`config.mk`:
```
export PLATFORM = sky130hd
export DESIGN_NAME = xy_drive_ramp
export DESIGN_NICKNAME = d
export VERILOG_FILES = /design/src/rtl/xy_drive_ramp.sv
export SDC_FILE = /design/constraint.sdc
export NUM_CORES = 2
export LEC_CHECK = 0
export ABC_AREA = 1
export CAP_MARGIN = 10
export CORE_MARGIN = 3
export CORE_UTILIZATION = 35
export DETAILED_ROUTE_END_ITERATION = 8
export GPL_TIMING_DRIVEN = 1
export PLACE_DENSITY = 0.54
export SLEW_MARGIN = 10
export SYNTH_ARGS = -nofsm -noshare
export SYNTH_HDL_FRONTEND = slang
export SYNTH_SLANG_ARGS = --single-unit
```
`constraint.sdc`:
```
create_clock -name clk -period 6.3 [get_ports clk]
set_input_delay 0.945 -clock clk [delete_from_list [all_inputs] [get_ports clk]]
set_output_delay 0.945 -clock clk [all_outputs]
set_load 0.01 [all_outputs]
```
`src/rtl/xy_drive_ramp.sv`:
```
// X/Y drive output stage: de-interleaves the X/Y word stream, applies a per-frame
// soft-start/soft-stop gain envelope, rounds and saturates to DAC width, with a sync watchdog.
module xy_drive_ramp #(
  parameter int IW        = 18,
  parameter int OW        = 16,
  parameter int GW        = 16,
  parameter int WD_CYCLES = 64
) (
  input  logic                 clk,
  input  logic                 rst_n,
  input  logic                 in_sync,
  input  logic signed [IW-1:0] in_xy,
  input  logic                 enable,
  input  logic        [GW-1:0] ramp_step,
  output logic signed [OW-1:0] out_x,
  output logic signed [OW-1:0] out_y,
  output logic                 out_valid,
  output logic        [GW-1:0] gain,
  output logic        [1:0]    state,
  output logic                 wd_fault
);

  typedef enum logic [1:0] {
    ST_IDLE      = 2'd0,
    ST_RAMP_UP   = 2'd1,
    ST_RUN       = 2'd2,
    ST_RAMP_DOWN = 2'd3
  } state_e;

  localparam int PW = IW + GW + 1;
  localparam int CW = $clog2(WD_CYCLES + 1);
  localparam logic [GW-1:0]        GMAX   = '1;
  localparam logic [CW-1:0]        WD_LIM = CW'(WD_CYCLES);
  localparam logic signed [PW-1:0] HALF   = PW'(2 ** (GW - 1));
  localparam logic signed [PW-1:0] LIM    = PW'(2 ** (OW - 1) - 1);

  state_e                 state_q, state_d;
  logic        [GW-1:0]   gain_q, gain_d;
  logic                   cap_q;
  logic                   accept;
  logic signed [IW-1:0]   x_q, y_q;
  logic                   y_vld_q, p_vld_q;
  logic signed [PW-1:0]   px_q, py_q;
  logic signed [PW-1:0]   x_ext, y_ext, g_ext;
  logic signed [OW-1:0]   out_x_q, out_y_q;
  logic                   out_valid_q;
  logic        [CW-1:0]   wd_cnt_q, wd_cnt_d;
  logic                   wd_fault_q, wd_fault_d;
  logic                   wd_force_q, wd_trip;
  logic        [GW:0]     gain_up;
  logic        [GW-1:0]   gain_up_sat, gain_dn;

  // A sync arriving while Y is being captured is data, not a new frame.
  assign accept = in_sync & ~cap_q;

  assign gain_up     = {1'b0, gain_q} + {1'b0, ramp_step};
  assign gain_up_sat = gain_up[GW] ? GMAX : gain_up[GW-1:0];
  assign gain_dn     = (ramp_step >= gain_q) ? '0 : gain_q - ramp_step;

  // NOTE: every variable gets its default at the top of the block, so no path can infer a latch.
  always_comb begin
    state_d = state_q;
    gain_d  = gain_q;
    if (wd_force_q) begin
      state_d = ST_IDLE;
      gain_d  = '0;
    end else if (accept) begin
      case (state_q)
        ST_IDLE: begin
          gain_d = '0;
          if (enable && !wd_fault_q) state_d = ST_RAMP_UP;
        end
        ST_RAMP_UP: begin
          if (!enable) begin
            state_d = ST_RAMP_DOWN;
          end else begin
            gain_d = gain_up_sat;
            if (ramp_step != '0 && gain_up_sat == GMAX) state_d = ST_RUN;
          end
        end
        ST_RUN: begin
          if (!enable) state_d = ST_RAMP_DOWN;
        end
        ST_RAMP_DOWN: begin
          if (enable) begin
            state_d = ST_RAMP_UP;
          end else begin
            gain_d = gain_dn;
            if (ramp_step != '0 && gain_dn == '0) state_d = ST_IDLE;
          end
        end
        default: state_d = ST_IDLE;
      endcase
    end
  end

  always_comb begin
    wd_cnt_d = wd_cnt_q;
    if (accept)                wd_cnt_d = '0;
    else if (wd_cnt_q != WD_LIM) wd_cnt_d = wd_cnt_q + CW'(1);
    wd_trip    = !wd_fault_q && (state_q != ST_IDLE) && (wd_cnt_d == WD_LIM);
    wd_fault_d = wd_fault_q;
    if (wd_trip)      wd_fault_d = 1'b1;
    else if (!enable) wd_fault_d = 1'b0;
  end

  // NOTE: state and datapath registers use non-blocking assignments so every register samples pre-edge values.
  always_ff @(posedge clk or negedge rst_n) begin
    if (!rst_n) begin
      state_q    <= ST_IDLE;
      gain_q     <= '0;
      wd_cnt_q   <= '0;
      wd_fault_q <= 1'b0;
      wd_force_q <= 1'b0;
    end else begin
      state_q    <= state_d;
      gain_q     <= gain_d;
      wd_cnt_q   <= wd_cnt_d;
      wd_fault_q <= wd_fault_d;
      wd_force_q <= wd_trip;
    end
  end

  assign x_ext = PW'(x_q);
  assign y_ext = PW'(y_q);
  assign g_ext = PW'({1'b0, gain_q});

  function automatic logic signed [OW-1:0] round_sat(input logic signed [PW-1:0] p);
    logic signed [PW-1:0] r;
    r = (p + HALF) >>> GW;
    if (r > LIM)       r = LIM;
    else if (r < -LIM) r = -LIM;
    return r[OW-1:0];
  endfunction

  // Pipeline: X at the sync edge, Y one edge later, products, then round/saturate.
  always_ff @(posedge clk or negedge rst_n) begin
    if (!rst_n) begin
      cap_q       <= 1'b0;
      x_q         <= '0;
      y_q         <= '0;
      y_vld_q     <= 1'b0;
      px_q        <= '0;
      py_q        <= '0;
      p_vld_q     <= 1'b0;
      out_x_q     <= '0;
      out_y_q     <= '0;
      out_valid_q <= 1'b0;
    end else begin
      cap_q       <= accept & ~wd_force_q;
      y_vld_q     <= cap_q & ~wd_force_q;
      p_vld_q     <= y_vld_q & ~wd_force_q;
      out_valid_q <= p_vld_q & ~wd_force_q;
      if (accept) x_q <= in_xy;
      if (cap_q)  y_q <= in_xy;
      if (y_vld_q) begin
        px_q <= x_ext * g_ext;
        py_q <= y_ext * g_ext;
      end
      if (wd_force_q) begin
        out_x_q <= '0;
        out_y_q <= '0;
      end else if (p_vld_q) begin
        out_x_q <= round_sat(px_q);
        out_y_q <= round_sat(py_q);
      end
    end
  end

  assign out_x     = out_x_q;
  assign out_y     = out_y_q;
  assign out_valid = out_valid_q;
  assign gain      = gain_q;
  assign state     = state_q;
  assign wd_fault  = wd_fault_q;

endmodule

```
* Yosys cells after proc, flatten, opt, wreduce, memory -nomap -nowiden
Index checks and enable logic that the tools add are counted.
** Storage, ports and cells
- Bits of input ports :: 38
- Register bits after elaboration :: 169
- Output and inout bits :: 52
- Logic and storage cells :: 90
** Operators by class
- Multipliers :: 2
- Order comparisons :: 5
- Bitwise operators :: 7
- Eq/ne operators :: 13
- Add/sub/neg operators :: 5
- Muxes and demuxes :: 28
- Reduce and logical (&&, ||, !) cells :: 15
** Operators by type and width (number)
- 2-to-1 mux 16 bit :: 14
- adder 35 x 17 -> 35 bit, second input constant :: 2
- multiplier 18 x 17 -> 35 bit :: 2
- case mux 16 bit (3 select lines) :: 1
- greater-than comparator 19 x 16 -> 1 bit, second input constant :: 2
- less-than comparator 19 x 16 -> 1 bit, second input constant :: 2
- adder 16 x 16 -> 17 bit :: 1
- == test 16 bit, second input constant :: 1
- >= comparator 16 bit :: 1
- logical NOT 16 bit :: 1
- 2-to-1 mux 2 bit :: 8
- nonzero test 16 bit :: 1
- subtractor 16 bit :: 1
- 2-to-1 mux 7 bit :: 2
- != test 3 bit, second input constant :: 4
- != test 4 bit, second input constant :: 2
- case mux 2 bit (4 select lines) :: 1
- adder 7 x 1 -> 7 bit, second input constant :: 1
- == test 7 bit, second input constant :: 1
- != test 7 bit, second input constant :: 1
- nonzero test 2 bit :: 3
- AND 1 bit :: 5
- logical AND 1 bit :: 5
- AND reduction 5 bit :: 1
- 9 further kinds :: 12

* Logic depth before layout (Yosys ltp)
- Depth in word-level cells :: 9
- Mapped depth :: 28
- Mapped depth without buffers :: 26

* Worst setup path after synthesis
No wires, ideal clock.
- Path type :: register -> register
- From :: reg gain_q[3], in the netlist gain[3]
- To :: reg px_q[30]
- Stages on the path, launching flop included :: 21
- Clock period less this slack :: 6.042 ns
- Arrival :: 5.911 ns
- Data required time :: 6.169 ns
- Buffers on the path :: 2
- Library setup time :: 0.131 ns
- Setup slack :: 0.258 ns
- Cell sequence :: dfrtp_1 clkbuf_1 buf_1 nand2_1 fa_1 inv_1 fa_1 fa_1 fa_1 fa_1 inv_1 fa_1 inv_1 ha_1 a21oi_1 o21ai_0 a221oi_1 nand2_1 or2_2 nand3_1 o21ai_0
** Between the ends
- Cells in the longest elaborated chain, start to end :: 1
** RTL lines
- start: declaration :: RTL line 38 : logic [GW-1:0] gain_q, gain_d;
- start signal: assignment :: RTL line 117 : gain_q <= gain_d;
- multiplier 18 x 17 -> 35 bit :: RTL line 157 : px_q <= x_ext * g_ext;
- end signal: assignment :: RTL line 157
- end: declaration :: RTL line 43 : logic signed [PW-1:0] px_q, py_q;
Every way passes these cells.
A chain may end at the register's enable or synchronous reset.

* Worst setup path in the final report
- From :: reg x_q[10]
- To :: reg px_q[28]
** Between the ends
- Cells in the longest elaborated chain, start to end :: 1
** RTL lines
- start: declaration :: RTL line 41 : logic signed [IW-1:0] x_q, y_q;
- start signal: assignment :: RTL line 154 : if (accept) x_q <= in_xy;
- multiplier 18 x 17 -> 35 bit :: RTL line 157
Every way passes these cells.

==> metrics.txt <==
status completed; vias in the first global route ~28k; TritonCTS clock tree done; Total GRT Usage 0.2029; pin count of the biggest net entering global routing 81; layout cells sized above 1 0.06014; Max FO, Critical Path 9; Root Driver clkbuf_16; Synth cell types 54; Worst Path Required 6.61 ns; Routed Antenna Nets 0; critical path class flop to flop; reg2reg start x_q[10]; Hold Fails Final Rpt 0; clock slew at reported path FFs 0.08 ns; final worst path period share 0.9588; area leader, netlist fa_1; FP Rows between 100 and 150; Slew @ Worst Pin 1.169 ns; wire per inst 16.69 um; DP Wirelength 77,040 um; Util after Layout 0.3959; Reg2Reg Setup Slack 0.26 ns; Worst Slack Setup Final 0.2597 ns; fmax 165.6 MHz; final non-filler cell total 5,489; Syn Nets approximately 5.1k; pre-CTS setup slack ~0.22 ns; Post-Syn Area 31,840 um^2; normalized max-slew margin 0.2197; Final setup viols 0; Post-synth EDFFs 0; drt pass-1 iters 5; Nets 5,147; most common library cells after synthesis nand2_1 (1,147), inv_1 (1,141), fa_1 (584); Worst Setup SP x_q[10]; Routed WL 91,630 um; Warnings, synthesis 0; hold_sp out_x[7]; Die W 307.6 um; io pins 90; Core Box Area roughly 90,000 um^2; post-synthesis area per instance 7.534 um^2; gr ovfl total 0; die height 307.6 um; number of synthesized register bits 139; Iteration-0 DRC Markers 1,635; Die ar. roughly 95,000 um^2; Fin Hold WS 0.4778 ns; Synth top area share 0.3671; Hold Path Class flop to flop; antenna violations before repair 1; GPL Wtd Cong 0.9127; H-Tree Depth 4; Placed Cells 5,456; Num CTS Buffers 17; first-pass GRT wire length 151,000 um; minimum clock period between 6 and 7 ns; IO Port Bufs 89; Layout Skew 0.01177 ns; register area 3492 um^2; crit start category flop; largest cells by area after synthesis fa_1 (37%), nand2_1 (14%), inv_1 (13%); Layout fillers 9,421; crit end category flop; via count 26.27k; cell count after synthesis 4,227; clk sinks 139; Setup Buffers After CTS 0; top_reg_cell synth dfrtp_1; DRC errors left 0; Final Max Tran Viols 0; clock tree buffer depth 2; vias per cell 4.786; Initial Util 0.3565; Critical Path AT 6.35 ns; multi-input logic area 23,390 um^2; Syn-to-layout area delta 11.07%; most common cell in the netlist nand2_1; later-pin clock latency in the skew report 0.48 ns; Post-synth ARST share 1.000; maxcap violations 0; sequential area share after synthesis 0.1092
[cells by family (layout without fill, tap and decap cells)]
kind of cell    after synthesis  count (layout)  synth area share
compound gates              328             328           0.06161
other cells                   0               1                 0
buf+inv                    1327            1423            0.1571
flops                       139             139            0.1092
simple gates               1568            1568            0.2023
fa+ha+maj                   799             799            0.4516
xor+xnor                     66              66           0.01815
[stage by stage]
stage	TNS, ns	area [um^2]
final	0	35370
after global routing	-0.003721	35370
after CTS	0	35320
after detailed placement	0	34730
after global placement	0	34730
after floorplan	0	31840
[registers in the layout (all words and copies together), names as in the netlist]
signal / cells
px_q: 20
py_q: 20
x_q: 18
y_q: 18
gain: 16
out_x: 16
out_y: 16
wd_cnt_q: 7
state: 2
cap_q: 1
out_valid: 1
p_vld_q: 1
wd_fault: 1
wd_force_q: 1
y_vld_q: 1
[critical path, stage by stage (launching register included)]
cell,delay (ns)
dfrtp_1,0.63
buf_4,0.24
nand2_1,0.08
fa_1,0.51
fa_1,0.58
fa_1,0.46
fa_1,0.55
inv_1,0.05
fa_1,0.47
inv_1,0.05
fa_1,0.48
inv_1,0.05
ha_1,0.30
nand2_1,0.16
nor2_1,0.06
a211oi_1,0.23
nand2_1,0.14
a21oi_1,0.30
nor2_1,0.08
nor2_1,0.12
xor2_1,0.23
o21ai_0,0.11
[cell usage in the layout (no fill, tap or decap), drive strengths merged, types with 45 or more instances in the layout]
| cell type | n |
|---|---|
| a21oi | 101 |
| buf | 144 |
| clkdlybuf4s50 | 88 |
| dfrtp | 139 |
| fa | 584 |
| ha | 215 |
| inv | 1162 |
| nand2 | 1157 |
| nand3 | 136 |
| nor2 | 152 |
| o21ai | 131 |
| xor2 | 45 |
[final timing paths]
| path | endpoint | depth (start not counted) |
|---|---|---|
| setup / recovery | px_q[28] | 21 |
| hold / removal | out_x[7] | 2 |
| setup reg to reg | px_q[28] | 21 |
| hold reg to reg | out_x[7] | 2 |
| max in group asynchronous | y_q[16] | 2 |
| min in group asynchronous | py_q[17] | 1 |
[what timing repair did]
item	in CTS	in global routing
gates resized for setup	0	24
hold buffers	0	0
setup endpoints to repair	0	16
[routing by layer]
metal,wire length [um],share of wire,track usage
met5,12,0.00013,0
met4,2577,0.028,0.06208
met3,3770,0.041,0.02256
met2,44300,0.48,0.3490
met1,40970,0.45,0.2687
[final cells by class]
| class | count | area share |
|---|---|---|
| Sequential cell | 139 | 0.09873 |
| Timing Repair Buffer | 232 | 0.05908 |
| Inverter | 1159 | 0.1230 |
| Tap cell | 1165 | 0.04121 |
| Multi-Input combinational cell | 2761 | 0.6612 |
| Clock buffer | 19 | 0.01224 |
| Antenna cell | 1 | 0.00007075 |
| Clock inverter | 13 | 0.004422 |
Power is not shown: default switching activity piles up to over one toggle a cycle in this logic, so the estimate is an artifact.
